<file path="src/rtl/matrix_exec_master.sv">
`default_nettype none
// ============================================================================
// Module   : matrix_exec_master
// Brief    : Command-driven bus master that writes two operands to a matrix
//            ALU, triggers execution, reads the result back and returns it on
//            a valid/ready response channel. Optional macro
//            MXM_TRANSPOSE_SKIP_EN skips the second operand write for op 3.
// Revision : 1.0 - initial release
// ============================================================================
module matrix_exec_master #(
    parameter logic [3:0] ALU_BASE   = 4'h2,
    parameter int         RD_LATENCY = 1
) (
    input  logic         Clk,
    input  logic         nReset,
    input  logic         cmd_valid,
    output logic         cmd_ready,
    input  logic [3:0]   cmd_op,
    input  logic [255:0] cmd_src1,
    input  logic [255:0] cmd_src2,
    output logic         rsp_valid,
    input  logic         rsp_ready,
    output logic [255:0] rsp_data,
    output logic [3:0]   rsp_op,
    output logic         rsp_err,
    output logic         busy,
    output logic [15:0]  address,
    output logic         nWrite,
    output logic         nRead,
    output logic [255:0] ExeDataOut,
    input  logic [255:0] MatrixDataOut
);

    localparam logic [2:0] c_IDLE = 3'd0;
    localparam logic [2:0] c_WR1  = 3'd1;
    localparam logic [2:0] c_WR2  = 3'd2;
    localparam logic [2:0] c_EXEC = 3'd3;
    localparam logic [2:0] c_RD   = 3'd4;
    localparam logic [2:0] c_CAPT = 3'd5;
    localparam logic [2:0] c_RSP  = 3'd6;

    localparam logic [2:0] c_LAT_LAST = 3'(RD_LATENCY - 1);
    localparam logic [3:0] c_OP_MAX   = 4'd5;
    localparam logic [3:0] c_OP_TRANS = 4'd3;

    logic [2:0]   r_state;
    logic [3:0]   r_op;
    logic [255:0] r_src1;
    logic [255:0] r_src2;
    logic [2:0]   r_cnt;
    logic [255:0] r_rsp_data;
    logic         r_rsp_err;
    logic         w_skip_wr2;

`ifdef MXM_TRANSPOSE_SKIP_EN
    assign w_skip_wr2 = (r_op == c_OP_TRANS);
`else
    assign w_skip_wr2 = 1'b0;
`endif

    always_ff @(posedge Clk or negedge nReset) begin
        if (!nReset) begin
            r_state    <= c_IDLE;
            r_op       <= 4'h0;
            r_src1     <= '0;
            r_src2     <= '0;
            r_cnt      <= 3'd0;
            r_rsp_data <= '0;
            r_rsp_err  <= 1'b0;
        end else begin
            case (r_state)
                c_IDLE: begin
                    if (cmd_valid) begin
                        r_op   <= cmd_op;
                        r_src1 <= cmd_src1;
                        r_src2 <= cmd_src2;
                        if (cmd_op > c_OP_MAX) begin
                            // Illegal opcode: answer immediately, never touch the bus
                            r_rsp_err  <= 1'b1;
                            r_rsp_data <= '0;
                            r_state    <= c_RSP;
                        end else begin
                            r_rsp_err <= 1'b0;
                            r_state   <= c_WR1;
                        end
                    end
                end
                c_WR1:  r_state <= w_skip_wr2 ? c_EXEC : c_WR2;
                c_WR2:  r_state <= c_EXEC;
                c_EXEC: r_state <= c_RD;
                c_RD: begin
                    r_cnt   <= 3'd0;
                    r_state <= c_CAPT;
                end
                c_CAPT: begin
                    if (r_cnt == c_LAT_LAST) begin
                        r_rsp_data <= MatrixDataOut;
                        r_state    <= c_RSP;
                    end else begin
                        r_cnt <= r_cnt + 3'd1;
                    end
                end
                c_RSP: begin
                    if (rsp_ready) begin
                        r_state <= c_IDLE;
                    end
                end
                default: r_state <= c_IDLE;
            endcase
        end
    end

    // Bus outputs decode straight from state so reset idles the bus at once
    always_comb begin
        address    = 16'h0000;
        nWrite     = 1'b1;
        nRead      = 1'b1;
        ExeDataOut = '0;
        case (r_state)
            c_WR1: begin
                address    = {ALU_BASE, 4'h0, r_op, 4'h0};
                nWrite     = 1'b0;
                ExeDataOut = r_src1;
            end
            c_WR2: begin
                address    = {ALU_BASE, 4'h0, r_op, 4'h1};
                nWrite     = 1'b0;
                ExeDataOut = r_src2;
            end
            c_EXEC: address = {ALU_BASE, 4'h0, r_op, 4'h3};
            c_RD: begin
                address = {ALU_BASE, 4'h0, r_op, 4'h2};
                nRead   = 1'b0;
            end
            default: ;
        endcase
    end

    assign cmd_ready = (r_state == c_IDLE);
    assign busy      = (r_state != c_IDLE);
    assign rsp_valid = (r_state == c_RSP);
    assign rsp_data  = r_rsp_data;
    assign rsp_op    = r_op;
    assign rsp_err   = r_rsp_err;

endmodule
`default_nettype wire

</file>
<file path="config.mk">
export PLATFORM = sky130hd
export DESIGN_NAME = matrix_exec_master
export DESIGN_NICKNAME = d
export VERILOG_FILES = /design/src/rtl/matrix_exec_master.sv
export SDC_FILE = /design/constraint.sdc
export NUM_CORES = 2
export LEC_CHECK = 0
export CORE_AREA = 5 5 516 518
export DETAILED_ROUTE_END_ITERATION = 7
export DIE_AREA = 0 0 521 523
export GPL_ROUTABILITY_DRIVEN = 0
export GPL_TIMING_DRIVEN = 1
export PLACE_DENSITY = 0.41
export SLEW_MARGIN = 20
export SYNTH_ARGS = -nofsm -noshare
export SYNTH_HDL_FRONTEND = slang
export SYNTH_SLANG_ARGS = --single-unit
</file>
<file path="constraint.sdc">
create_clock -name Clk -period 1.7 [get_ports Clk]
set_input_delay 0.34 -clock Clk [delete_from_list [all_inputs] [get_ports Clk]]
set_output_delay 0.34 -clock Clk [all_outputs]
set_load 0.05 [all_outputs]
</file>
# After elaboration in Yosys (flattened, before gate mapping)
# Index checks and enable logic that the tools add are counted.
word_totals:
  regBits: 779
  inputBits: 776
  output_inout_bits: 538
op_classes:
  addsub: 1
  n_lt_le_gt_ge: 1
  n_eq_ne: 11
  mux: 16
  n_reduce_logical: 10
ops:
  columns: ["cell", "n"]
  rows:
  - ["$pmux W256 S2", 2]
  - ["$mux W256", 3]
  - ["$pmux W14 S4", 1]
  - ["$pmux W3 S7", 1]
  - ["$mux W3", 5]
  - ["$eq A3 B3 Y1 const B", 3]
  - ["$eq A3 B2 Y1 const B", 2]
  - ["$logic_not A3 Y1", 2]
  - ["$ne A2 B2 Y1 const B", 3]
  - ["$pmux W3 S2", 1]
  - ["$gt A4 B3 Y1 const B", 1]
  - ["$ne A2 B1 Y1 const B", 2]
  - ["$reduce_and A2 Y1", 2]
  - ["$reduce_and A4 Y1", 1]
  - ["$reduce_bool A2 Y1", 2]
  - ["$add A3 B1 Y3 const B", 1]
  - ["$eq A3 B1 Y1 const B", 1]
  - ["$mux W1", 3]
  - ["$reduce_and A3 Y1", 1]
  - ["$reduce_bool A3 Y1", 1]
  - ["$reduce_or A2 Y1", 1]

# Logic depth before layout (Yosys ltp)
logic_depth:
  word_depth: 4
  ltp_mapped: 8
  depth_no_buf: 5

# Worst setup path before layout
# OpenSTA, ideal clock, no wires.
synth_timing:
  kind: "flip-flop to output port"
  startpoint: "reg r_state[1]"
  endpoint: "out ExeDataOut[0]"
  arrival_time_ns: 2.439
  required_time_ns: 1.360
  slack_ns: -1.079
  path_stages_with_launch: 7
  path_cell_list: "dfrtp_1 > nor2b_1 > nor2b_1 > clkbuf_1 > clkbuf_1 > buf_2 > a22o_1"
synth_between:
  elab_chain_len: 2
synth_rtl:
  columns: ["item", "line_no", "rtl"]
  rows:
  - ["start: declaration", "46", "logic [2:0] r_state;"]
  - ["start signal: assignment", "63", "r_state <= c_IDLE;"]
  - ["start signal: assignment", "81", "r_state <= c_RSP;"]
  - ["start signal: assignment", "84", "r_state <= c_WR1;"]
  - ["$eq A3 B2 Y1 / $eq A3 B1 Y1 (equally long branches)", "119", "case (r_state)"]
  - ["$pmux W256 S2 *", "119", null]
  - ["end: declaration", "30", "output logic [255:0] ExeDataOut,"]
# Every way passes the cells marked *; elsewhere a longest branch is shown, timed or not.

# Final worst setup path
layout_timing:
  startpoint: "reg r_state[1]"
  endpoint: "out ExeDataOut[172]"
# The elaborated chain is that of the path after synthesis.

==> results.md <==
* Final #Nets at 4368
* Cell repeated most along the worst path: buf_16
* Sequential element share of the synthesized area at 62.8%
* Num CTS Buffers at 104
* FMAX at 341 MHz
* Final Hold Viols at 0
* EDFF count, synth at 0
* Detailed placement HPWL at 172000 um
* Final worst path period share at 173%
* Placed insts at 6809
* Cell Area, Synth at 0.0310 sq mm
* Worst min path class: in2reg
* CP max FO at 14
* Row count at 188
* Comb pwr share at 60.3%
* Via count at 25472
* Clock transition at path regs at 0.06 ns
* Drt drc at 0
* Min-Delay Startpoint: MatrixDataOut[75]
* WP data arrival at 2.60 ns
* Most common flop cell mapped by yosys: dfrtp_1
* CP Capture Type: output pin
* Largest net degree at the start of global routing at 112
* Die Height at 523 um
* Switching portion of total power at 42.7%
* Post-DP Area at 0.0565 sq mm
* CTS tree: done
* CTS Root Cell: clkbuf_16
* WP data required at 1.36 ns
* Area growth from synthesis to layout at 102%
* CORE AREA at 0.261 sq mm
* Setup CP Type: reg2out
* Setup violations, final at 1057
* Int Power at 85.5 mW
* Clock network power share at 15.4%
* Post-Syn Area per Cell at 15.2 sq um
* Worst R2R End: r_src1[58]$_DFFE_PN0P_
* Hold Path End: rsp_data[75]$_DFFE_PN0P_
* Pwr dens at 2380 mW/mm^2
* Yosys reg bits at 779
* Initial Utilization at 11.9%
* Total die area at 0.272 sq mm
* Iteration-0 DRC count of the detailed router at 1126
* Die W at 521 um
* Vias in the first global route at 26976
* Share of cells above drive strength 1 at 48.5%
* Antenna violations before repair at 155
* DRT antenna net count at 0
* Avg WL per Cell at 30.2 um
* Final WL at 215000 um
* Cells after synthesis at 2043
* Clk buf depth at 3
* Multi-input logic area at 0.0133 sq mm
* Failing checks: setup timing
* Synth warn at 0
* MaxCap Viol Count at 0
* Later-pin clock latency in the skew report at 0.74 ns
* Slowest CP cell: dfrtp_1
* # fillers at 27099
* Max-slew violations at 0
* Htree depth at 3
* Post-route minimum period at 2.94 ns
* Port bufs at 1304
* Critical-path cell list: buf_6, nor3b_4, buf_6, buf_16, buf_16, buf_16, a22o_4, buf_12
* Result of the run: finished, violations left
* Most common cell after layout, fill and taps aside: dfrtp_1
* Static Leak at 26.8 nW
* Yosys cell types at 32
* Hold path depth at 2
* Crit start category: flop
* Maximum vdd drop at 1170 uV
* Design area at 0.0627 sq mm
* Gr ovfl total at 0
* Total GRT Usage at 14.6%
* Setup TNS at -694.16 ns
* Sequential group share of total power at 24.3%
* Drt first pass iters at 4
* First-pass GRT wire length at 268000 um
* Non-Filler Instances at 7121
* Clk sinks at 779
* Setup ws final at -1.24 ns
* Most frequent cells in the layout: 777 x dfrtp_1, 774 x clkdlybuf4s50_1, 503 x buf_12
* Slew HR at 60.3%
* Register Area at 0.0195 sq mm
* R2r startpoint: r_state[2]$_DFFE_PN0P_
* R2r setup slk at -0.69 ns
* Final core occ at 24.0%
* Actual slew at the worst max-slew pin at 0.595 ns
* # IOs at 1314
* Slowest stage delay, CP at 0.40 ns
* Net switching power of the design at 63.8 mW
* Clock skew at 0.0339 ns
* Vias per inst at 3.58
* Pwr Total at 149 mW
* Fraction of registers with async set or reset after synthesis at 100%
* RSZ-0062 raised after global routing: yes
* R2R cell count at 8
-- critical path: cells and delay by family, from the launching register on --
family	cells	cell delay, ns
flops	1	0.40
simple gates	1	0.20
buf+inv	6	0.96
compound gates	1	0.16
-- registers in the layout (all words and copies together) (netlist names) --
signal and cells:
r_state 3, r_src2 256, r_src1 256, rsp_err 1, rsp_op 4, r_cnt 3
rsp_data 256
-- power by group through the flow --
stage               Clock (mW)  Combinational (mW)  Sequential (mW)
floorplan                    0                36.1             43.0
global placement             0                85.2             36.3
detailed placement           0                85.4             36.4
CTS                       23.9                88.1             36.2
global route              24.5                93.8             37.3
finish                    23.0                90.1             36.2
-- worst max-delay path by stage --
stage,start,endpoint
6_report,r_state[1]$_DFFE_PN0P_,ExeDataOut[172]
5_1_grt,r_state[1]$_DFFE_PN0P_,ExeDataOut[122]
4_1_cts,r_state[1]$_DFFE_PN0P_,ExeDataOut[75]
3_5_place_dp,cmd_valid,r_src1[234]$_DFFE_PN0P_
3_3_place_gp,cmd_valid,r_src1[240]$_DFFE_PN0P_
2_1_floorplan,r_state[1]$_DFFE_PN0P_,ExeDataOut[222]
-- kinds of logic (layout without fill, tap and decap cells) --
logic type                 after synthesis  after routing  synth area share [%]
DFF                                    779            779                  62.8
AOI/OAI and AO/OA                      528            528                  14.8
muxes                                  516            516                  18.7
buffers and inverters                  189           1809                  3.02
and+or+nand+nor                         27             27                 0.548
adders and majority gates                2              2                0.0806
other                                    1             39                0.0121
xor gates and xnor gates                 1              1                0.0282
-- metrics by stage --
| step | hold WS [ns] | setup WS, ns |
|---|---|---|
| after floorplan | 0.0444 | -0.391 |
| after detailed placement | 0.391 | -0.987 |
| final | 0.207 | -1.24 |
| after CTS | 0.105 | -1.30 |
| after global routing | 0.149 | -1.35 |
| after global placement | 0.389 | -0.986 |
-- routing by layer --
metal	track usage, %	vias to the layer above	wire (um)	share of wire, %
met5	0	-	867	0.40
met4	2.92	130	4440	2.1
met3	10.9	342	33600	16
met2	22.5	1238	96200	45
met1	16.2	12834	80300	37
li1	-	10928	-	-
-- synth_stat cells, types with 2 or more instances --
cell,instances,area share [%]
buf_1,10,0.12
inv_1,6,0.073
nor2_1,3,0.036
nand2b_1,2,0.040
o21ai_0,7,0.11
mux2_2,416,15
and2_1,5,0.10
mux2_1,100,3.6
ha_1,2,0.081
buf_2,125,2.0
nand2_1,7,0.085
nor2b_1,2,0.040
a21oi_1,2,0.032
a22o_1,513,14
nand3_1,2,0.032
dfrtp_1,779,63
clkbuf_1,29,0.35
buf_4,19,0.46
-- what timing repair did --
item	in CTS	in global routing
endpoints found under the hold margin	662	0
setup endpoints to repair	1303	1301
hold buffers	1	0
pin swaps	16	87
setup buffers	17	31
gates cloned	9	47
resized for setup	59	119
-- area by class of cell --
type | instances | area share (%)
diodes | 30 | 0.120
clock inverters | 26 | 0.668
flip-flops and latches | 779 | 31.1
repair buffers | 1616 | 35.1
multi-input cells | 1083 | 21.2
inverters | 6 | 0.0419
clock buffers | 161 | 4.97
well taps | 3420 | 6.82
Power figures use the tool's default switching activity.
==> RTL change 1, RTL diff (same settings) <==
Put one more register stage on the output `rsp_err`, cleared by the reset. The value now appears one clock later. The other outputs are not delayed to match.
--- a/src/rtl/matrix_exec_master.sv
+++ b/src/rtl/matrix_exec_master.sv
@@ -143,3 +143,9 @@
     assign rsp_op    = r_op;
-    assign rsp_err   = r_rsp_err;
+    always_ff @(posedge Clk or negedge nReset) begin
+        if (!nReset) begin
+            rsp_err <= '0;
+        end else begin
+            rsp_err <= r_rsp_err;
+        end
+    end
 
Formal check against the unedited RTL: not equivalent (Yosys sat finds a counterexample within 4 cycles, from zero or initial values and one cycle with nReset low).
==> RTL change 1 against the unedited design <==
Total power is 4.8% lower; wire length is 9.8% lower; worst setup slack better by 0.047 ns; critical path type unchanged; sequential cell count increased by 1; highest routed layer unchanged; synthesized cell count hardly changed; critical path depth unchanged; die area unchanged; the run still ends with setup timing left; area after synthesis is essentially flat; clock skew up 0.030 ns; final area fell by 4.4%; non-clock buffer count decreased by 97.
==> RTL change 1: results (changes against the unedited design) <==
yosysSeqAreaShare: 0.628  # about the same
yosys-top-cells-area: "dfrtp_1 63%, mux2_2 15%, a22o_1 14%, mux2_1 3.6%, buf_2 2.0%"  # unchanged
dpl.hpwl_mm: 159  # was 172 mm
final_layout_size_suffix_gt1_frac: 0.471  # was 0.485
regToRegSetupSlack_ns: -0.98  # was -0.69 ns
reg2reg_to: "rsp_data[139]$_DFFE_PN0P_"  # was r_src1[58]$_DFFE_PN0P_
grt_pass1_vias: 26500  # was 27,000
fin_nets: 4268  # was 4,368
cp.arrival_ns: 2.55  # was 2.60 ns
holdWs_ns: 0.193  # was 0.207 ns
cpMaxStageDelayCell: "dfrtp_2"  # was dfrtp_1
async_reset_ff_frac: 1.00  # unchanged
finalWirelength_mm: 194  # was 215 mm
synth_common_cells: "780 x dfrtp_1, 513 x a22o_1, 416 x mux2_2, 125 x buf_2, 100 x mux2_1"  # was 779 x dfrtp_1, 513 x a22o_1, 416 x mux2_2, 125 x buf_2, 100 x mux2_1
min_delay_worst_endpoint: "rsp_data[109]$_DFFE_PN0P_"  # was rsp_data[75]$_DFFE_PN0P_
crit_path_end: "ExeDataOut[188]"  # was ExeDataOut[172]
drt_iter0_drc: 1246  # was 1,126
reg2reg_depth: 8  # unchanged
worstPathMaxFanout: 9  # was 14
cts_hold_buf: 1  # unchanged
grt_pass1_wl_mm: 253  # was 268 mm
setup.worst_path.start: "r_state[1]$_DFFE_PN0P_"  # unchanged
post_cts_buffers: 12  # was 17
slew_headroom: 0.510  # was 0.603
leakage_nw: 25.6  # was 26.8 nW
outcome: "finished with violations"  # unchanged
peakVddDrop_mv: 1.30  # was 1.17 mV
critPathMaxStageDelay_ns: 0.44  # was 0.40 ns
antenna_found_initial: 136  # was 155
numCtsBuffers: 100  # was 104
grt_use_met1: 0.150  # was 0.162
grtUsageTotal: 0.136  # was 0.146
viasPerCell: 3.51  # was 3.58
violations: "setup timing"  # unchanged
finClkSkew_ns: 0.0643  # was 0.0339 ns
grt_max_degree: 100  # was 112
ctsResizeCount: 44  # was 59
holdCritStartpoint: "MatrixDataOut[109]"  # was MatrixDataOut[75]
fillers: 27200  # was 27,100
h-tree-depth: 3  # unchanged
postPlaceCellArea_um2: 55900  # was 56,500 um2
gr-usage-met3: 0.104  # was 0.109
hold_class: "input pin to register"  # unchanged
setup_violations: 1076  # was 1,057
grt_use_met2: 0.206  # was 0.225
timing.final.ws_setup_ns: -1.19  # was -1.24 ns
[RTL change 1: through the flow]
step | worst slack [ns] | TNS [ns] | total power, mW | std cells | util
final | -1.19 | -940.61 | 142 | 7005 | 0.230
after global routing | -1.34 | -1045.41 | 148 | 6996 | 0.230
after CTS | -1.33 | -1047.93 | 144 | 6986 | 0.229
after detailed placement | -1.22 | -978.90 | 120 | 6786 | 0.214
after global placement | -1.20 | -970.39 | 119 | 6786 | 0.214
after floorplan | -0.391 | -105.29 | 79.1 | 2052 | -
[RTL change 1: power by group]
| part | internal (mW) | switching (mW) |
|---|---|---|
| registers | 27.9 | 7.96 |
| logic | 40.4 | 44.0 |
| clock network | 12.7 | 9.23 |
| total | 81.0 | 61.2 |
[RTL change 1: layer usage]
| layer | wire length, um | part of all wire | up-vias |
|---|---|---|---|
| met5 | 758 | 0.0039 | - |
| met4 | 4960 | 0.026 | 120 |
| met3 | 31700 | 0.16 | 307 |
| met2 | 84800 | 0.44 | 1198 |
| met1 | 72100 | 0.37 | 12200 |
| li1 | - | - | 10700 |
[RTL change 1: cell type report]
type	count	area, um2	area share
Inverter	6	26.3	0.000438
Tap cell	3420	4280	0.0714
Antenna cell	16	40.0	0.000668
Multi-Input combinational cell	1083	13100	0.219
Clock buffer	152	3020	0.0503
Timing Repair Buffer	1519	19600	0.327
Clock inverter	29	350	0.00584
Sequential cell	780	19500	0.326
[RTL change 1: cells by family after synthesis]
group | after synthesis | synth area share
DFF | 780 | 0.628
AOI/OAI and AO/OA | 528 | 0.148
muxes | 516 | 0.187
buffers and inverters | 189 | 0.0302
and+or+nand+nor | 27 | 0.00548
adders and majority gates | 2 | 0.000805
other | 1 | 0.000121
xor gates and xnor gates | 1 | 0.000282
==> RTL change 2, RTL diff (same flow settings) <==
Without the edit above. Add a define of `MXM_TRANSPOSE_SKIP_EN`.
--- a/src/rtl/matrix_exec_master.sv
+++ b/src/rtl/matrix_exec_master.sv
@@ -9,2 +9,4 @@
 // ============================================================================
+`define MXM_TRANSPOSE_SKIP_EN
+
 module matrix_exec_master #(
Check against the original RTL: not equivalent (a bounded check fails within 4 cycles, from zero or initial values and one cycle with nReset low).
==> RTL change 2 against the unedited design <==
The run still ends with setup timing left; final area decreased by 4.3%; worst setup slack improved by 0.046 ns; sequential cell count unchanged; wire length decreased by 10%; core utilization decreased by 1.0 points; total power decreased by 15%; area after synthesis about the same; synthesized cell count increased by 0.24%; count of clock-buffer cells in the layout decreased by 3.
==> RTL change 2: results (changes against the unedited design) <==
antenna_found_initial: 129  # was 155
worstPathMaxFanout: 8  # was 14
dp_slack_ns: -0.724  # was -0.987 ns
firstDrtPassIters: 5  # was 4
timing.final.ws_setup_ns: -1.19  # was -1.24 ns
peakVddDrop_mv: 1.06  # was 1.17 mV
regToRegSetupSlack_ns: -0.61  # was -0.69 ns
viasPerCell: 3.53  # was 3.58
finClkSkew_ns: 0.0385  # was 0.0339 ns
clk_share: 0.0588  # was 0.0564
grt_use_met2: 0.222  # was 0.225
wl_met1_mm: 70.7  # was 80.3 mm
grt_pass1_wl_mm: 248  # was 268 mm
seq_area_um2: 19500  # about the same
wl_met3_mm: 22.3  # was 33.6 mm
cpMaxStageDelayCell: "dfrtp_2"  # was dfrtp_1
multi_input_cells: 1090  # was 1,083
drt_iter0_drc: 1046  # was 1,126
syn_inst: 2048  # was 2,043
inverters: 3  # was 6
numCtsBuffers: 103  # was 104
violations: "setup timing"  # unchanged
buffers: 1588  # was 1,616
dpl.hpwl_mm: 155  # was 172 mm
synth-compound-area-share: 0.148  # about the same
finalWirelength_mm: 193  # was 215 mm
fillers: 27400  # was 27,100
leakage_nw: 25.3  # was 26.8 nW
outcome: "finished with violations"  # unchanged
post_drt_wl_per_cell_um: 27.2  # was 30.2 um
synth_mux_area_frac: 0.188  # was 0.187
multi_input_area_um2: 12200  # was 13,300 um2
wl_met2_mm: 92.4  # was 96.2 mm
grt_use_met1: 0.144  # was 0.162
final_layout_size_suffix_gt1_frac: 0.442  # was 0.485
fin_tns_setup_ns: -660.81  # was -694.16 ns
fin_nets: 4343  # was 4,368
yosys-top-cells-area: "dfrtp_1 63%, mux2_2 15%, a22o_1 14%, mux2_1 3.6%, buf_2 1.5%"  # was dfrtp_1 63%, mux2_2 15%, a22o_1 14%, mux2_1 3.6%, buf_2 2.0%
synth-adder-area-share: 0.000807  # was 0.000806
setup_violations: 1088  # was 1,057
grt_pass1_vias: 26900  # was 27,000
clkbuf_count: 158  # was 161
gr-usage-met3: 0.0696  # was 0.109
slew_headroom: 0.463  # was 0.603
synth_cell_type_count: 35  # was 32
grt_max_degree: 57  # was 112
==> RTL change 2: final timing paths <==
kind / from / end / cells after the start
min in group asynchronous: nReset / rsp_data[138]$_DFFE_PN0P_ / 3
hold reg to reg: r_src1[101]$_DFFE_PN0P_ / r_src1[101]$_DFFE_PN0P_ / 1
setup reg to reg: r_state[2]$_DFFE_PN0P_ / rsp_data[241]$_DFFE_PN0P_ / 8
max in group asynchronous: nReset / rsp_data[40]$_DFFE_PN0P_ / 3
hold / removal: cmd_src1[166] / r_src1[166]$_DFFE_PN0P_ / 2
setup / recovery: r_state[2]$_DFFE_PN0P_ / ExeDataOut[224] / 9
==> RTL change 2: report_power, final <==
group | total [mW] | switching [mW] | internal [mW]
combinational | 70.3 | 36.7 | 33.6
clock | 22.6 | 9.12 | 13.4
sequential | 34.6 | 7.11 | 27.5
total | 127 | 52.9 | 74.6
==> RTL change 2: stage by stage <==
| step | cell area, um2 | util | total power, mW |
|---|---|---|---|
| 2_1_floorplan | 31500 | - | 66.5 |
| 3_3_place_gp | 53900 | 0.207 | 101 |
| 3_5_place_dp | 53900 | 0.207 | 101 |
| 4_1_cts | 58200 | 0.223 | 126 |
| 5_1_grt | 60000 | 0.230 | 133 |
| 6_report | 60000 | 0.230 | 127 |
==> RTL change 2: timing repair <==
| action | in CTS | in global routing |
|---|---|---|
| buffers inserted | 21 | 24 |
| hold endpoints to repair | 564 | 0 |
| gates cloned | 5 | 18 |
| endpoints found under the setup margin | 1305 | 1306 |
| hold buffers | 2 | 0 |
| pin swaps | 11 | 21 |
| gates resized for setup | 70 | 168 |
